$ cat src/rtl/exp_ser_pkg.sv
// Shared types and helpers for the exponential-result serializer.
// EXP_SER_PARITY_EN adds an even-parity bit to each frame.
package exp_ser_pkg;

  localparam int unsigned DATA_W = 21;

  typedef enum logic [2:0] {
    IDLE   = 3'd0,
    START  = 3'd1,
    DATA   = 3'd2,
    PARITY = 3'd3,
    STOP   = 3'd4
  } ser_state_t;

  function automatic int unsigned frame_len(input int unsigned data_w,
                                            input int unsigned baud_div);
`ifdef EXP_SER_PARITY_EN
    return (data_w + 3) * baud_div;
`else
    return (data_w + 2) * baud_div;
`endif
  endfunction

endpackage

$ cat src/rtl/exp_result_serializer_if.sv
// Result/serial-line bundle between the exponential engine side and the serializer.
interface exp_result_serializer_if #(
  parameter int unsigned DATA_W = exp_ser_pkg::DATA_W,
  parameter int unsigned DEPTH  = 4
);
  localparam int unsigned CNT_W = $clog2(DEPTH + 1);

  logic              done_in;
  logic [DATA_W-1:0] exp_in;
  logic              tx;
  logic              busy;
  logic [CNT_W-1:0]  fifo_count;
  logic              overflow;

  modport master (
    output done_in, exp_in,
    input  tx, busy, fifo_count, overflow
  );

  modport slave (
    input  done_in, exp_in,
    output tx, busy, fifo_count, overflow
  );
endinterface

$ cat src/rtl/exp_sync_fifo.sv
// Circular-buffer FIFO; a push while full is accepted only alongside a pop.
module exp_sync_fifo #(
  parameter int unsigned DATA_W = exp_ser_pkg::DATA_W,
  parameter int unsigned DEPTH  = 4
) (
  input  logic                       clk,
  input  logic                       rst,
  input  logic                       push,
  input  logic                       pop,
  input  logic [DATA_W-1:0]          din,
  output logic [DATA_W-1:0]          dout,
  output logic [$clog2(DEPTH+1)-1:0] count,
  output logic                       full,
  output logic                       empty
);
  localparam int unsigned PTR_W = $clog2(DEPTH);
  localparam int unsigned CNT_W = $clog2(DEPTH + 1);

  logic [DATA_W-1:0] mem [DEPTH];
  logic [PTR_W-1:0]  wr_ptr;
  logic [PTR_W-1:0]  rd_ptr;
  logic              wr_en;
  logic              rd_en;

  assign full  = (count == CNT_W'(DEPTH));
  assign empty = (count == '0);
  assign rd_en = pop && !empty;
  assign wr_en = push && (!full || rd_en);
  assign dout  = mem[rd_ptr];

  always_ff @(posedge clk) begin
    if (wr_en) mem[wr_ptr] <= din;
  end

  always_ff @(posedge clk) begin
    if (rst) begin
      wr_ptr <= '0;
      rd_ptr <= '0;
      count  <= '0;
    end else begin
      if (wr_en) wr_ptr <= wr_ptr + 1'b1;
      if (rd_en) rd_ptr <= rd_ptr + 1'b1;
      case ({wr_en, rd_en})
        2'b10:   count <= count + 1'b1;
        2'b01:   count <= count - 1'b1;
        default: count <= count;
      endcase
    end
  end
endmodule

$ cat src/rtl/exp_result_serializer.sv
// Captures exponential-engine results on done rising edges and sends them LSB-first
// as start/data/stop serial frames. EXP_SER_PARITY_EN inserts an even-parity bit.
module exp_result_serializer #(
  parameter int unsigned DATA_W   = exp_ser_pkg::DATA_W,
  parameter int unsigned DEPTH    = 4,
  parameter int unsigned BAUD_DIV = 16
) (
  input logic                    cpu_clk,
  input logic                    rst,
  exp_result_serializer_if.slave bus
);
  import exp_ser_pkg::*;

  localparam int unsigned CNT_W  = $clog2(DEPTH + 1);
  localparam int unsigned BAUD_W = $clog2(BAUD_DIV);
  localparam int unsigned IDX_W  = $clog2(DATA_W);
  localparam logic [BAUD_W-1:0] BAUD_LAST = BAUD_W'(BAUD_DIV - 1);
  localparam logic [IDX_W-1:0]  BIT_LAST  = IDX_W'(DATA_W - 1);

  ser_state_t        state;
  logic              done_prev;
  logic              push;
  logic              pop;
  logic              full;
  logic              empty;
  logic [DATA_W-1:0] head;
  logic [DATA_W-1:0] shift;
  logic [BAUD_W-1:0] baud_cnt;
  logic [IDX_W-1:0]  bit_idx;
  logic [CNT_W-1:0]  count;
  logic              tx_r;
  logic              busy_r;
  logic              overflow_r;
`ifdef EXP_SER_PARITY_EN
  logic              parity;
`endif

  assign push = bus.done_in & ~done_prev;
  assign pop  = (state == IDLE) && !empty;

  assign bus.tx         = tx_r;
  assign bus.busy       = busy_r;
  assign bus.fifo_count = count;
  assign bus.overflow   = overflow_r;

  exp_sync_fifo #(
    .DATA_W(DATA_W),
    .DEPTH (DEPTH)
  ) u_fifo (
    .clk  (cpu_clk),
    .rst  (rst),
    .push (push),
    .pop  (pop),
    .din  (bus.exp_in),
    .dout (head),
    .count(count),
    .full (full),
    .empty(empty)
  );

  // done_prev resets high so a done level held across reset is not seen as an edge.
  always_ff @(posedge cpu_clk) begin
    if (rst) begin
      done_prev  <= 1'b1;
      overflow_r <= 1'b0;
    end else begin
      done_prev <= bus.done_in;
      if (push && full && !pop) overflow_r <= 1'b1;
    end
  end

  always_ff @(posedge cpu_clk) begin
    if (rst) begin
      state    <= IDLE;
      baud_cnt <= '0;
      bit_idx  <= '0;
      shift    <= '0;
      tx_r     <= 1'b1;
      busy_r   <= 1'b0;
`ifdef EXP_SER_PARITY_EN
      parity   <= 1'b0;
`endif
    end else begin
      case (state)
        IDLE: begin
          if (pop) begin
            shift    <= head;
`ifdef EXP_SER_PARITY_EN
            parity   <= ^head;
`endif
            baud_cnt <= '0;
            state    <= START;
            tx_r     <= 1'b0;
            busy_r   <= 1'b1;
          end
        end
        START: begin
          if (baud_cnt == BAUD_LAST) begin
            baud_cnt <= '0;
            bit_idx  <= '0;
            state    <= DATA;
            tx_r     <= shift[0];
          end else begin
            baud_cnt <= baud_cnt + 1'b1;
          end
        end
        DATA: begin
          if (baud_cnt == BAUD_LAST) begin
            baud_cnt <= '0;
            if (bit_idx == BIT_LAST) begin
`ifdef EXP_SER_PARITY_EN
              state <= PARITY;
              tx_r  <= parity;
`else
              state <= STOP;
              tx_r  <= 1'b1;
`endif
            end else begin
              // tx is registered, so it takes the bit that becomes shift[0] after this shift.
              bit_idx <= bit_idx + 1'b1;
              shift   <= shift >> 1;
              tx_r    <= shift[1];
            end
          end else begin
            baud_cnt <= baud_cnt + 1'b1;
          end
        end
`ifdef EXP_SER_PARITY_EN
        PARITY: begin
          if (baud_cnt == BAUD_LAST) begin
            baud_cnt <= '0;
            state    <= STOP;
            tx_r     <= 1'b1;
          end else begin
            baud_cnt <= baud_cnt + 1'b1;
          end
        end
`endif
        STOP: begin
          if (baud_cnt == BAUD_LAST) begin
            baud_cnt <= '0;
            state    <= IDLE;
            busy_r   <= 1'b0;
          end else begin
            baud_cnt <= baud_cnt + 1'b1;
          end
        end
        default: begin
          state  <= IDLE;
          tx_r   <= 1'b1;
          busy_r <= 1'b0;
        end
      endcase
    end
  end
endmodule

$ cat src/flat_wrapper.sv
// flat-port wrapper written by rule: the top's interface ports become plain ports
module exp_result_serializer_flat import exp_ser_pkg::*;
#(
  parameter int unsigned DATA_W   = exp_ser_pkg::DATA_W,
  parameter int unsigned DEPTH    = 4,
  parameter int unsigned BAUD_DIV = 16
)
  (cpu_clk, rst, bus_done_in, bus_exp_in, bus_tx, bus_busy, bus_fifo_count, bus_overflow);
  exp_result_serializer_if #(.DATA_W(DATA_W), .DEPTH(DEPTH)) bus_i ();
  input logic cpu_clk;
  input logic rst;
  input wire logic [$bits(bus_i.done_in)-1:0] bus_done_in;
  input wire logic [$bits(bus_i.exp_in)-1:0] bus_exp_in;
  output wire logic [$bits(bus_i.tx)-1:0] bus_tx;
  output wire logic [$bits(bus_i.busy)-1:0] bus_busy;
  output wire logic [$bits(bus_i.fifo_count)-1:0] bus_fifo_count;
  output wire logic [$bits(bus_i.overflow)-1:0] bus_overflow;
  assign bus_i.done_in = bus_done_in;
  assign bus_i.exp_in = bus_exp_in;
  assign bus_tx = bus_i.tx;
  assign bus_busy = bus_i.busy;
  assign bus_fifo_count = bus_i.fifo_count;
  assign bus_overflow = bus_i.overflow;
  exp_result_serializer #(.DATA_W(DATA_W), .DEPTH(DEPTH), .BAUD_DIV(BAUD_DIV)) u_core (.cpu_clk(cpu_clk), .rst(rst), .bus(bus_i));
endmodule
$ cat config.mk
export PLATFORM = sky130hd
export DESIGN_NAME = exp_result_serializer_flat
export DESIGN_NICKNAME = d
export VERILOG_FILES = /design/src/rtl/exp_ser_pkg.sv /design/src/rtl/exp_result_serializer_if.sv /design/src/rtl/exp_sync_fifo.sv /design/src/rtl/exp_result_serializer.sv /design/src/flat_wrapper.sv
export SDC_FILE = /design/constraint.sdc
export NUM_CORES = 1
export LEC_CHECK = 0
export BUFFER_PORTS_ARGS = -buffer_cell sky130_fd_sc_hd__buf_4
export CELL_PAD_IN_SITES_DETAIL_PLACEMENT = 1
export CELL_PAD_IN_SITES_GLOBAL_PLACEMENT = 2
export CORE_ASPECT_RATIO = 0.8
export CORE_UTILIZATION = 39
export CTS_CLUSTER_SIZE = 16
export DETAILED_ROUTE_END_ITERATION = 8
export PLACE_DENSITY_LB_ADDON = 0.1
export SKIP_LAST_GASP = 1
export SLEW_MARGIN = 20
export SYNTH_ARGS = -nofsm -noshare
export SYNTH_HDL_FRONTEND = slang
export SYNTH_SLANG_ARGS = --single-unit
$ cat constraint.sdc
create_clock -name cpu_clk -period 2.4 [get_ports cpu_clk]
set_clock_uncertainty 0.05 [all_clocks]
set_input_delay 0.12 -clock cpu_clk [delete_from_list [all_inputs] [get_ports cpu_clk]]
set_output_delay 0.12 -clock cpu_clk [all_outputs]
set_load 0.05 [all_outputs]
# --- Yosys cells after proc, flatten, opt, wreduce, memory -nomap -nowiden ---
# Memories as Yosys holds them, arrays and structs flattened. A register that Yosys moved wholly into a read port is not among the register bits.
# Cells that the tools add are included.
word_totals:
  ff_bits: 44
  ramBits: 84
  inputBits: 24
  out_inout_bits: 6
  word_cells: 89
  mem_count: 1
mem_list:
  columns: ["memory", "depth", "width", "read_ports", "rd_clocked_by_memory_dff", "wr", "line", "text"]
  rows:
  - ["u_core.u_fifo.mem", 4, 21, 1, 1, 1, "exp_sync_fifo.sv:19", "logic [DATA_W-1:0] mem [DEPTH];"]
classes:
  n_addsub: 6
  n_eq_ne: 14
  mux: 30
  bitwise_logic: 4
  n_reduce_logical: 23
ops:
  columns: ["cell", "count"]
  rows:
  - ["$mux 21", 3]
  - ["$pmux 21 s2", 1]
  - ["$mux 3", 5]
  - ["$mux 5", 3]
  - ["$pmux 3 s4", 1]
  - ["$reduce_and 4->1", 3]
  - ["$ne 2x1->1 const B", 5]
  - ["$pmux 5 s2", 1]
  - ["$mux 1", 8]
  - ["$mux 4", 2]
  - ["$pmux 4 s2", 1]
  - ["$reduce_bool 2->1", 4]
  - ["$eq 3x3->1 const B", 2]
  - ["$logic_not 3->1", 2]
  - ["$pmux 3 s2", 1]
  - ["$add 5x1->5 const B", 1]
  - ["$eq 5x5->1 const B", 1]
  - ["$logic_and 1x1->1", 5]
  - ["$reduce_and 5->1", 1]
  - ["$add 2x1->2 const B", 2]
  - ["$add 4x1->4 const B", 1]
  - ["$eq 4x4->1 const B", 1]
  - ["$mux 2", 2]
  - ["$pmux 1 s4", 1]
  - ["other kinds (16)", 20]

# --- Longest topological paths before layout ---
# Gate-level depths: netlist of run 1.
depth:
  depth_word: 8
  depth_mapped: 8
  mapped_depth_nobuf: 7

# --- Modules after synthesis ---
# From an unflattened synthesis of run 1, not the netlist that was laid out.
unflattened:
  cells_unflattened: 368
  area_unflattened_um2: 5317.6
modules_own_cells:
  columns: ["mod", "instances", "cells_each", "area_per_inst_um2", "seq_area_each_um2"]
  rows:
  - ["exp_sync_fifo", 1, 163, 3538.4, 2702.6]
  - ["exp_result_serializer", 1, 205, 1779.2, 740.7]

# --- Worst setup path before layout of run 1 ---
# Ideal clock, no wire load.
synth_timing:
  path_kind: "register -> register"
  startpoint: "register u_core.u_fifo.count[2]"
  endpoint: "register u_core.u_fifo.count[2]"
  setup_time_ps: 121
  arrival_time_ps: 2263
  required_ps: 2229
  setup_slack_ps: -34
  stages_incl_launch_ff: 8
  n_path_buf: 0
  synth_period_minus_slack_ps: 2434
  path_cell_list: "dfxtp_1 > nor3_2 > nor3_1 > inv_1 > fa_1 > a21oi_1 > a22oi_2 > mux2_4"
synth_via:
  elab_chain_len: 8
  elab_cells_between_ends: 14
  cone_classes: "2 x add/sub; 3 x eq/ne; 1 x mux; 8 x reduce/logical"
synth_rtl:
  columns: ["item", "line", "text"]
  rows:
  - ["start, declared", "exp_sync_fifo.sv:12", "output logic [$clog2(DEPTH+1)-1:0] count,"]
  - ["start signal, assigned", "exp_sync_fifo.sv:44", "2'b10: count <= count + 1'b1;"]
  - ["start signal, assigned", "exp_sync_fifo.sv:45", "2'b01: count <= count - 1'b1;"]
  - ["start signal, assigned", "exp_sync_fifo.sv:46", "default: count <= count;"]
  - ["$logic_not 3->1", "exp_sync_fifo.sv:26", "assign empty = (count == '0);"]
  - ["$logic_not 1->1", "exp_sync_fifo.sv:27, exp_result_serializer.sv:39", null]
  - ["$logic_and 1x1->1", "exp_result_serializer.sv:39", "assign pop = (state == IDLE) && !empty;"]
  - ["$logic_and 1x1->1", "exp_sync_fifo.sv:27", "assign rd_en = pop && !empty;"]
  - ["$logic_or 1x1->1", "exp_sync_fifo.sv:28", "assign wr_en = push && (!full || rd_en);"]
  - ["$logic_and 1x1->1", "exp_sync_fifo.sv:28", null]
  - ["$eq 2x1->1 / $eq 2x2->1 (equally long branches)", "exp_sync_fifo.sv:43", "case ({wr_en, rd_en})"]
  - ["$pmux 3 s2 / $reduce_bool 2->1 (equally long branches)", null, null]
# Parallel ways exist; a longest one is shown, timed or not.
# A chain may end at the register's enable or synchronous reset.

# --- Worst setup path in the final report of run 1 ---
layout_timing:
  startpoint: "register u_core.state[2]"
  endpoint: "register u_core.u_fifo.count[2]"
layout_via:
  elab_chain_len: 7
  elab_cells_between_ends: 9
  cone_classes: "2 x eq/ne; 1 x mux; 6 x reduce/logical"
layout_rtl:
  columns: ["item", "line", "text"]
  rows:
  - ["start, declared", "exp_result_serializer.sv:20", "ser_state_t state;"]
  - ["start signal, assigned", "exp_result_serializer.sv:74", "state <= IDLE;"]
  - ["start signal, assigned", "exp_result_serializer.sv:92", "state <= START;"]
  - ["start signal, assigned", "exp_result_serializer.sv:101", "state <= DATA;"]
  - ["$logic_not 3->1 (*)", "exp_result_serializer.sv:39", null]
  - ["$logic_and 1x1->1 (*)", "exp_result_serializer.sv:39", null]
  - ["$logic_and 1x1->1 (*)", "exp_sync_fifo.sv:27", null]
  - ["$logic_or 1x1->1", "exp_sync_fifo.sv:28", null]
  - ["$logic_and 1x1->1", "exp_sync_fifo.sv:28", null]
  - ["$eq 2x1->1 / $eq 2x2->1 (equally long branches)", "exp_sync_fifo.sv:43", null]
  - ["$pmux 3 s2 / $reduce_bool 2->1 (equally long branches)", null, null]
# Every way passes the cells marked *; elsewhere a longest branch is shown, timed or not.

==> impl_results.md, run 1 <==
* Hold Slack at 0.09955 ns
* Static Leak at 2.315 nW
* Routed vias/inst at 5.437
* Mean routed wirelength per cell at 19.00 um
* Count of state elements after synthesis at 130
* Period utilization at 93.97%
* Post-cts sizing count at 0
* Max Cap Violations at 0
* Initial DRT Pass Iterations at 5
* Sw Ratio at 27.98%
* Hold depth at 2
* Top FF cell, synth: edfxtp_1
* CTS tree: done
* Global-route wire length before repair at 19,530 um
* Starting Density at 40.69%
* ANT cells at 0
* Fmax at 443.4 MHz
* Count of cell types in the netlist at 49
* Combinational power share at 23.2%
* H-Tree Depth at 4
* CTS Hold Bufs at 22
* # clock sinks at 130
* Setup_tns at 0 ns
* Unrepaired setup endpoints after global routing: false
* Gpl congestion at 0.7339
* Chip Width at 132.7 um
* Root Buffer: clkbuf_16
* Post-DP HPWL at 7124 um
* Post-Synthesis Cells at 373
* Largest net degree at the start of global routing at 45
* Number of enable flip-flop cells after synthesis at 84
* I/O pins at 30
* Async set or reset register ratio after synthesis at 0%
* Vias in the first global route at 3,691
* Slew @ Worst Pin at 0.6430 ns
* Internal power at 0.005169 W
* Total die area at 0.01414 sq mm
* Final wirelength at 11,840 um
* Register area share after synthesis at 64.59%
* Worst Setup End Kind: flop
* Worst setup SP type: flop
* Gr ovfl total at 0
* Reg2reg path depth at 7
* Cell Area, Synth at 0.005331 sq mm
* Synthesis-to-layout area growth at 26.17%
* Minimum clock period after layout at 2.255 ns
* Core Box Area at 0.01310 sq mm
* Initial DRC count at 147
* Max Slew Vio Count at 0
* Port Buffers at 29
* Crit Path Category: flop to flop
* Total GRT Usage at 18.56%
* FP Rows at 37
* Worst VDD drop at 0.0004843 V
* CTS clk-pin slew, worst paths at 0.06 ns
* Switch Pwr at 0.002008 W
* Sequential group share of total power at 37.9%
* Synth Area per Inst at 14.29 sq um
* Die Ht at 106.6 um
* CP Data Arrival Time at 2.50 ns
* Clk_lat worst skew at 0.41 ns
* Via Count at 3,387
* Initial antenna violation count at 0
* Crit path max fanout at 3
* Drt drc at 0
* Power Density at 1067 mW/mm^2
* Post-route ant nets at 0
* YS warnings at 0
* Status: finished clean
* CTS buffer count at 17
* Share of cells above drive strength 1 at 23.88%
* Slew margin rel. at 57.13%
* Clock power share at 38.9%
* Finish-stage setup viols at 0
* # Post-CTS Setup Buffers at 0
* Max Root-Sink Buffers at 2
* Final #Nets at 467
* Worst EP required at 2.65 ns
* Min-Delay Path Class: primary input to flop
* Syn nets at 405
* Final hold vios at 0
* Fillers at 1,293
## stage by stage
| step | util, % | total power, W | area [sq um] | setup WS (ns) | instances |
|---|---|---|---|---|---|
| after detailed placement | 44.77 | 0.004424 | 5866 | 0.1365 | 569 |
| after global routing | 51.34 | 0.007519 | 6726 | 0.04911 | 623 |
| after floorplan | - | 0.003882 | 5333 | 0.002476 | 373 |
| after global placement | 44.77 | 0.004377 | 5866 | 0.2672 | 569 |
| after CTS | 51.34 | 0.007264 | 6726 | 0.1317 | 623 |
| final | 51.34 | 0.007176 | 6726 | 0.1447 | 623 |
## cell families (layout without fill, tap and decap cells)
logic type | after synthesis | in the layout | synth area share, %
compound gates | 103 | 103 | 12.98
xor+xnor | 8 | 8 | 1.314
fa+ha+maj | 9 | 9 | 2.206
buf+inv | 36 | 111 | 2.769
flops | 130 | 130 | 64.59
mux | 24 | 24 | 9.622
simple gates | 63 | 63 | 6.524
## worst max-delay path, stage by stage, from the launching register on
cell and delay [ns]:
dfxtp_1 0.31, or3_4 0.41, nor3_1 0.28, inv_1 0.10, fa_1 0.42, a21oi_1 0.20, a22oi_2 0.08, mux2_4 0.31
## routing by layer
layer  part of all wire (%)  GRT usage [%]  vias up  wire length, um
li1                       -              -     1588                -
met1                     50          25.02     1726             5866
met2                     46          29.32       59             5491
met3                    2.6          3.783       14              303
met4                    1.5          7.882        0              179
met5                      0              0        -                0
## flip-flops by register name, summed over array words and instances, names as in the netlist, named ones only
register and cells:
u_core.shift 21, u_core.baud_cnt 4, u_core.u_fifo.count 3, u_core.u_fifo.mem 84
u_core.bus.tx 1, u_core.bus.overflow 1, u_core.done_prev 1, u_core.u_fifo.wr_ptr 2
u_core.bit_idx 5, u_core.bus.busy 1, u_core.state 3, u_core.u_fifo.rd_ptr 2
## layout by cell type, fill, tap and decap left out, types with 4 or more instances in the layout
cell type	count
ha_1	7
xnor2_1	4
o21ai_0	11
nand2_1	4
clkinvlp_4	4
dlygate4sd3_1	22
mux4_2	21
a211oi_1	24
nand2b_1	4
nor3_1	4
edfxtp_1	84
a21oi_1	32
dfxtp_1	45
xor2_1	4
buf_12	6
inv_1	11
nor2_1	19
nor2b_1	4
bufinv_16	5
nand3_1	5
clkbuf_16	17
buf_4	40
and2_1	6
a22oi_1	20
## layout make-up
cell class	count	area (sq um)	area share (%)
clock inverters	14	211.5	3.144
clock buffers	18	429.2	6.380
flip-flops and latches	130	3445	51.21
repair buffers	68	640.6	9.524
multi-input cells	207	1740	25.87
inverters	11	41.29	0.6138
well taps	175	219.0	3.255
## final timing paths
kind                                  startpoint                      to  slack [ns]
worst max-delay path             u_core.state[2]  u_core.u_fifo.count[2]        0.14
worst min-delay path                         rst                    flop         0.1
worst max register to register   u_core.state[2]  u_core.u_fifo.count[2]        0.14
worst min register to register  u_core.shift[20]        u_core.shift[20]        0.45
## power by group through the flow
| stage | clock [W] | combinational (W) | sequential, W |
|---|---|---|---|
| 3_5_place_dp | 0 | 0.00166 | 0.00276 |
| 2_1_floorplan | 0 | 0.00106 | 0.00282 |
| 5_1_grt | 0.00294 | 0.00184 | 0.00274 |
| 6_report | 0.00279 | 0.00167 | 0.00272 |
| 3_3_place_gp | 0 | 0.00163 | 0.00275 |
| 4_1_cts | 0.00286 | 0.00169 | 0.00272 |
## cell usage after synthesis, drive strengths merged (3+ instances only)
library cell / instances / area [sq um]
nand2b: 4 / 25.02
ha: 7 / 87.58
inv: 11 / 41.29
o31ai: 3 / 22.52
xnor2: 4 / 35.03
nand3: 5 / 25.02
nand2: 4 / 15.01
nor2: 19 / 71.32
a21oi: 33 / 168.9
dfxtp: 46 / 920.9
o21ai: 11 / 55.05
buf: 5 / 31.28
clkbuf: 20 / 75.07
edfxtp: 84 / 2522
or4: 3 / 22.52
a22oi: 21 / 162.6
xor2: 4 / 35.03
a211oi: 24 / 180.2
or3: 3 / 23.77
mux4: 21 / 473.0
nor3: 5 / 30.03
and2: 6 / 37.54
nor2b: 4 / 25.02
Power figures use the tool's default switching activity.
==> run 2, diff against run 1 <==
Settings changed: SYNTH_HIERARCHICAL set to 1.
==> impl_results.md, run 2 <==
* Share of cells above drive strength 1 at 26.83% (+2.9 points)
* Min setup slack post-route at 0.04942 ns (-0.09529 ns)
* CTS tree: done
* Biggest regs: u_core/u_fifo/mem: 84 flops, u_core/shift: 21 flops, u_core/bit_idx: 5 flops
* Total GRT Usage at 17.31% (-1.2 points)
* Worst Setup End Kind: flop
* Global-route wire length before repair at 18,070 um (-7.5%)
* Hold endpoint: u_core/baud_cnt[1]
* CP Data Arrival Time at 2.64 ns (+0.14 ns)
* Post-placement cell count at 571 (+0.35%)
* Period utilization at 97.94% (+4.0 points)
* H-Tree Depth at 4 (unchanged)
* Post-route ant nets at 0 (unchanged)
* Static Leak at 2.409 nW (+4.0%)
* Top cells by count, synth: 84 x edfxtp_1, 57 x nor2_1, 46 x dfxtp_1, 20 x o221a_1, 17 x mux4_2
* Clk_lat worst skew at 0.41 ns (about the same)
* YS warnings at 6 (+6)
* Mean routed wirelength per cell at 17.35 um (-8.7%)
* Cell Area, Synth at 0.005318 sq mm (-0.26%)
* Synth Area per Inst at 14.45 sq um (+1.1%)
* Final hold vios at 0 (unchanged)
* Finish-stage setup viols at 0 (unchanged)
* Routed vias/inst at 5.203 (-4.3%)
* CTS buffer count at 17 (unchanged)
* R2R Path End: u_core/u_fifo/count[2]
* Post-DP Area at 0.005889 sq mm (+0.41%)
* Worst EP required at 2.69 ns (+0.04 ns)
* Number of enable flip-flop cells after synthesis at 84 (unchanged)
* Most frequent cell after synthesis: edfxtp_1
* Post-DP HPWL at 6595 um (-7.4%)
* Max Cap Violations at 0 (unchanged)
* Max Root-Sink Buffers at 2 (unchanged)
* Final wirelength at 10,860 um (-8.3%)
* Top reg by flops: u_core/u_fifo/mem
* Final Non-Filler Cells at 626 (+0.48%)
* Worst VDD drop at 0.0005649 V (+17%)
* Starting Density at 40.73% (about the same)
* Top FF cell, synth: edfxtp_1
* Min-Delay Path Class: primary input to flop
* Power Density at 840.3 mW/mm^2 (-21%)
* Fillers at 1,305 (+0.93%)
* Commonest non-fill, non-tap cell in the layout: edfxtp_1
* Syn nets at 401 (-0.99%)
* Async set or reset register ratio after synthesis at 0% (unchanged)
* I/O pins at 30 (unchanged)
* Crit path max fanout at 3 (unchanged)
* Slew @ Worst Pin at 0.4904 ns (-0.1526 ns)
* Root Buffer: clkbuf_16
* Drt drc at 0 (unchanged)
* Fmax at 425.4 MHz (-4.1%)
* Number of flip-flops under the largest register name at 84 (unchanged)
* R2R Setup Slk at 0.05 ns (-0.10 ns)
* Largest net degree at the start of global routing at 46 (+2.2%)
* Port Buffers at 29 (unchanged)
* Launching point of the worst reg2reg path: u_core/state[2]
* Vias in the first global route at 3,450 (-6.5%)
* Total die area at 0.01411 sq mm (-0.25%)
* Via Count at 3,257 (-3.8%)
* Synth area leaders: edfxtp_1 47%, dfxtp_1 17%, mux4_2 7.2%, o221a_1 4.2%, nor2_1 4.0%
* Core Box Area at 0.01306 sq mm (-0.35%)
* Minimum clock period after layout at 2.351 ns (+0.09529 ns)
* Layout Cell Area excl Fill at 0.006780 sq mm (+0.80%)
* Die Ht at 106.4 um (-0.13%)
* # clock sinks at 130 (unchanged)
* Worst path max stage delay at 0.55 ns (+0.13 ns)
* Worst-path cell chain: or4_4 -> clkinv_4 -> o31ai_2 -> inv_1 -> ha_2 -> inv_2 -> fa_2 -> xor2_1 -> or3_4 -> a21oi_2
* Initial DRT Pass Iterations at 4 (-1)
* Max Slew Vio Count at 0 (unchanged)
* Initial antenna violation count at 0 (unchanged)
* Hold depth at 2 (unchanged)
* Reg2reg path depth at 10 (+3)
* ANT cells at 0 (unchanged)
* CTS clk-pin slew, worst paths at 0.06 ns (about the same)
* Unrepaired setup endpoints after global routing: true
* Post-Synthesis Cells at 368 (-1.3%)
* Slew margin rel. at 67.31% (+10 points)
* Gpl congestion at 0.6891 (-6.1%)
* Final #Nets at 471 (+0.86%)
* Initial DRC count at 141 (-4.1%)
* Synthesis-to-layout area growth at 27.51%
* Cell taking the most area after synthesis: edfxtp_1
* Crit path max-delay cell type: or4_4
* Count of state elements after synthesis at 130 (unchanged)
* Register area share after synthesis at 64.75% (+0.17 points)
* FP Rows at 37 (unchanged)
* Status: finished clean
* Worst hold start: rst
* Share of the synthesized area in the top cell type at 47.44% (+0.12 points)
* Crit Path Category: flop to flop
* Chip Width at 132.6 um (-0.13%)
* Worst setup SP type: flop
* Gr ovfl total at 0 (unchanged)
* Count of cell types in the netlist at 53 (+8.2%)
* Most frequent cells in the layout: 84 x edfxtp_1, 57 x nor2_1, 45 x buf_4
* Place WS at -0.1020 ns (-0.2385 ns)
-- run 2: cell types whose count changed in the layout (fill, tap and decap cells not counted), sizes merged, moves of 3 or more --
cell and delta:
a21oi -21, nor2 +39, o221a +20, a21boi +3
buf +4, a211oi -21, clkbuf +5, clkinvlp -3
a22oi -19
-- run 2: what timing repair did --
| item | CTS | global route |
|---|---|---|
| hold endpoints to repair | 85 | 0 |
| setup buffers | 1 | 0 |
| pin swaps | 3 | 2 |
| setup endpoints to repair | 1 | 2 |
| resized for setup | 4 | 2 |
| hold buffers | 22 | 0 |
-- run 2: cells by family after synthesis --
kind of cell    after synthesis  share of synthesized area, %
compound gates               61                         9.247
xor+xnor                      7                         1.153
simple gates                103                         9.529
mux                          24                         9.835
flops                       130                         64.75
buf+inv                      34                         3.223
fa+ha+maj                     9                         2.259
-- run 2: worst max-delay path by stage --
stage / slack, ns / startpoint / cells after the start / to
after global routing: -0.04 / u_core/state[2] / 10 / u_core/u_fifo/count[2]
after CTS: 0.02 / u_core/state[0] / 10 / u_core/u_fifo/count[2]
after detailed placement: -0.10 / u_core/state[2] / 10 / u_core/u_fifo/count[2]
after global placement: -0.06 / u_core/state[2] / 10 / u_core/u_fifo/count[2]
final: 0.05 / u_core/state[2] / 10 / u_core/u_fifo/count[2]
after floorplan: -0.33 / u_core/u_fifo/count[1] / 13 / u_core/u_fifo/count[2]
-- run 2: where the power goes --
part | internal (W) | switching (W)
Combinational | 0.000188 | 0.000211
Sequential | 0.00246 | 0.0000428
Clock | 0.00189 | 0.000915
Total | 0.00453 | 0.00117
-- run 2: cell type report --
type / count / area, sq um / share of cell area [%]
clock buffers: 23 / 500.5 / 7.381
clock inverters: 9 / 148.9 / 2.196
inverters: 13 / 53.80 / 0.7935
multi-input cells: 204 / 1743 / 25.71
flip-flops and latches: 130 / 3457 / 50.99
well taps: 175 / 219.0 / 3.229
repair buffers: 72 / 658.1 / 9.707
-- run 2: critical path, delay by kind of cell, from the launching register on --
kind                     cells  cell delay [ns]
XOR/XNOR                     1             0.16
buffers and inverters        3             0.17
adder cells (fa/ha/maj)      2             0.50
AO/OA/AOI/OAI                2             0.19
AND/OR/NAND/NOR              2             0.88
flip-flops                   1             0.32
-- run 2: per-stage QoR --
stage / power (W) / hold WS [ns] / TNS, ns / utilization, %
global route: 0.005903 / 0.1074 / -0.04448 / 51.94
global placement: 0.002902 / 0.2661 / -0.05663 / 45.11
detailed placement: 0.002913 / 0.2720 / -0.1020 / 45.11
floorplan: 0.002783 / 0.1689 / -0.5050 / -
CTS: 0.005762 / 0.09099 / 0 / 51.93
finish: 0.005698 / 0.1089 / 0 / 51.94
-- run 2: routing by layer --
metal | part of all wire (%) | vias up | global-route usage [%]
met2 | 47 | 35 | 26.09
li1 | - | 1554 | -
met4 | 0.78 | 0 | 6.076
met1 | 49 | 1660 | 23.32
met5 | 0 | - | 0
met3 | 3.2 | 8 | 5.818
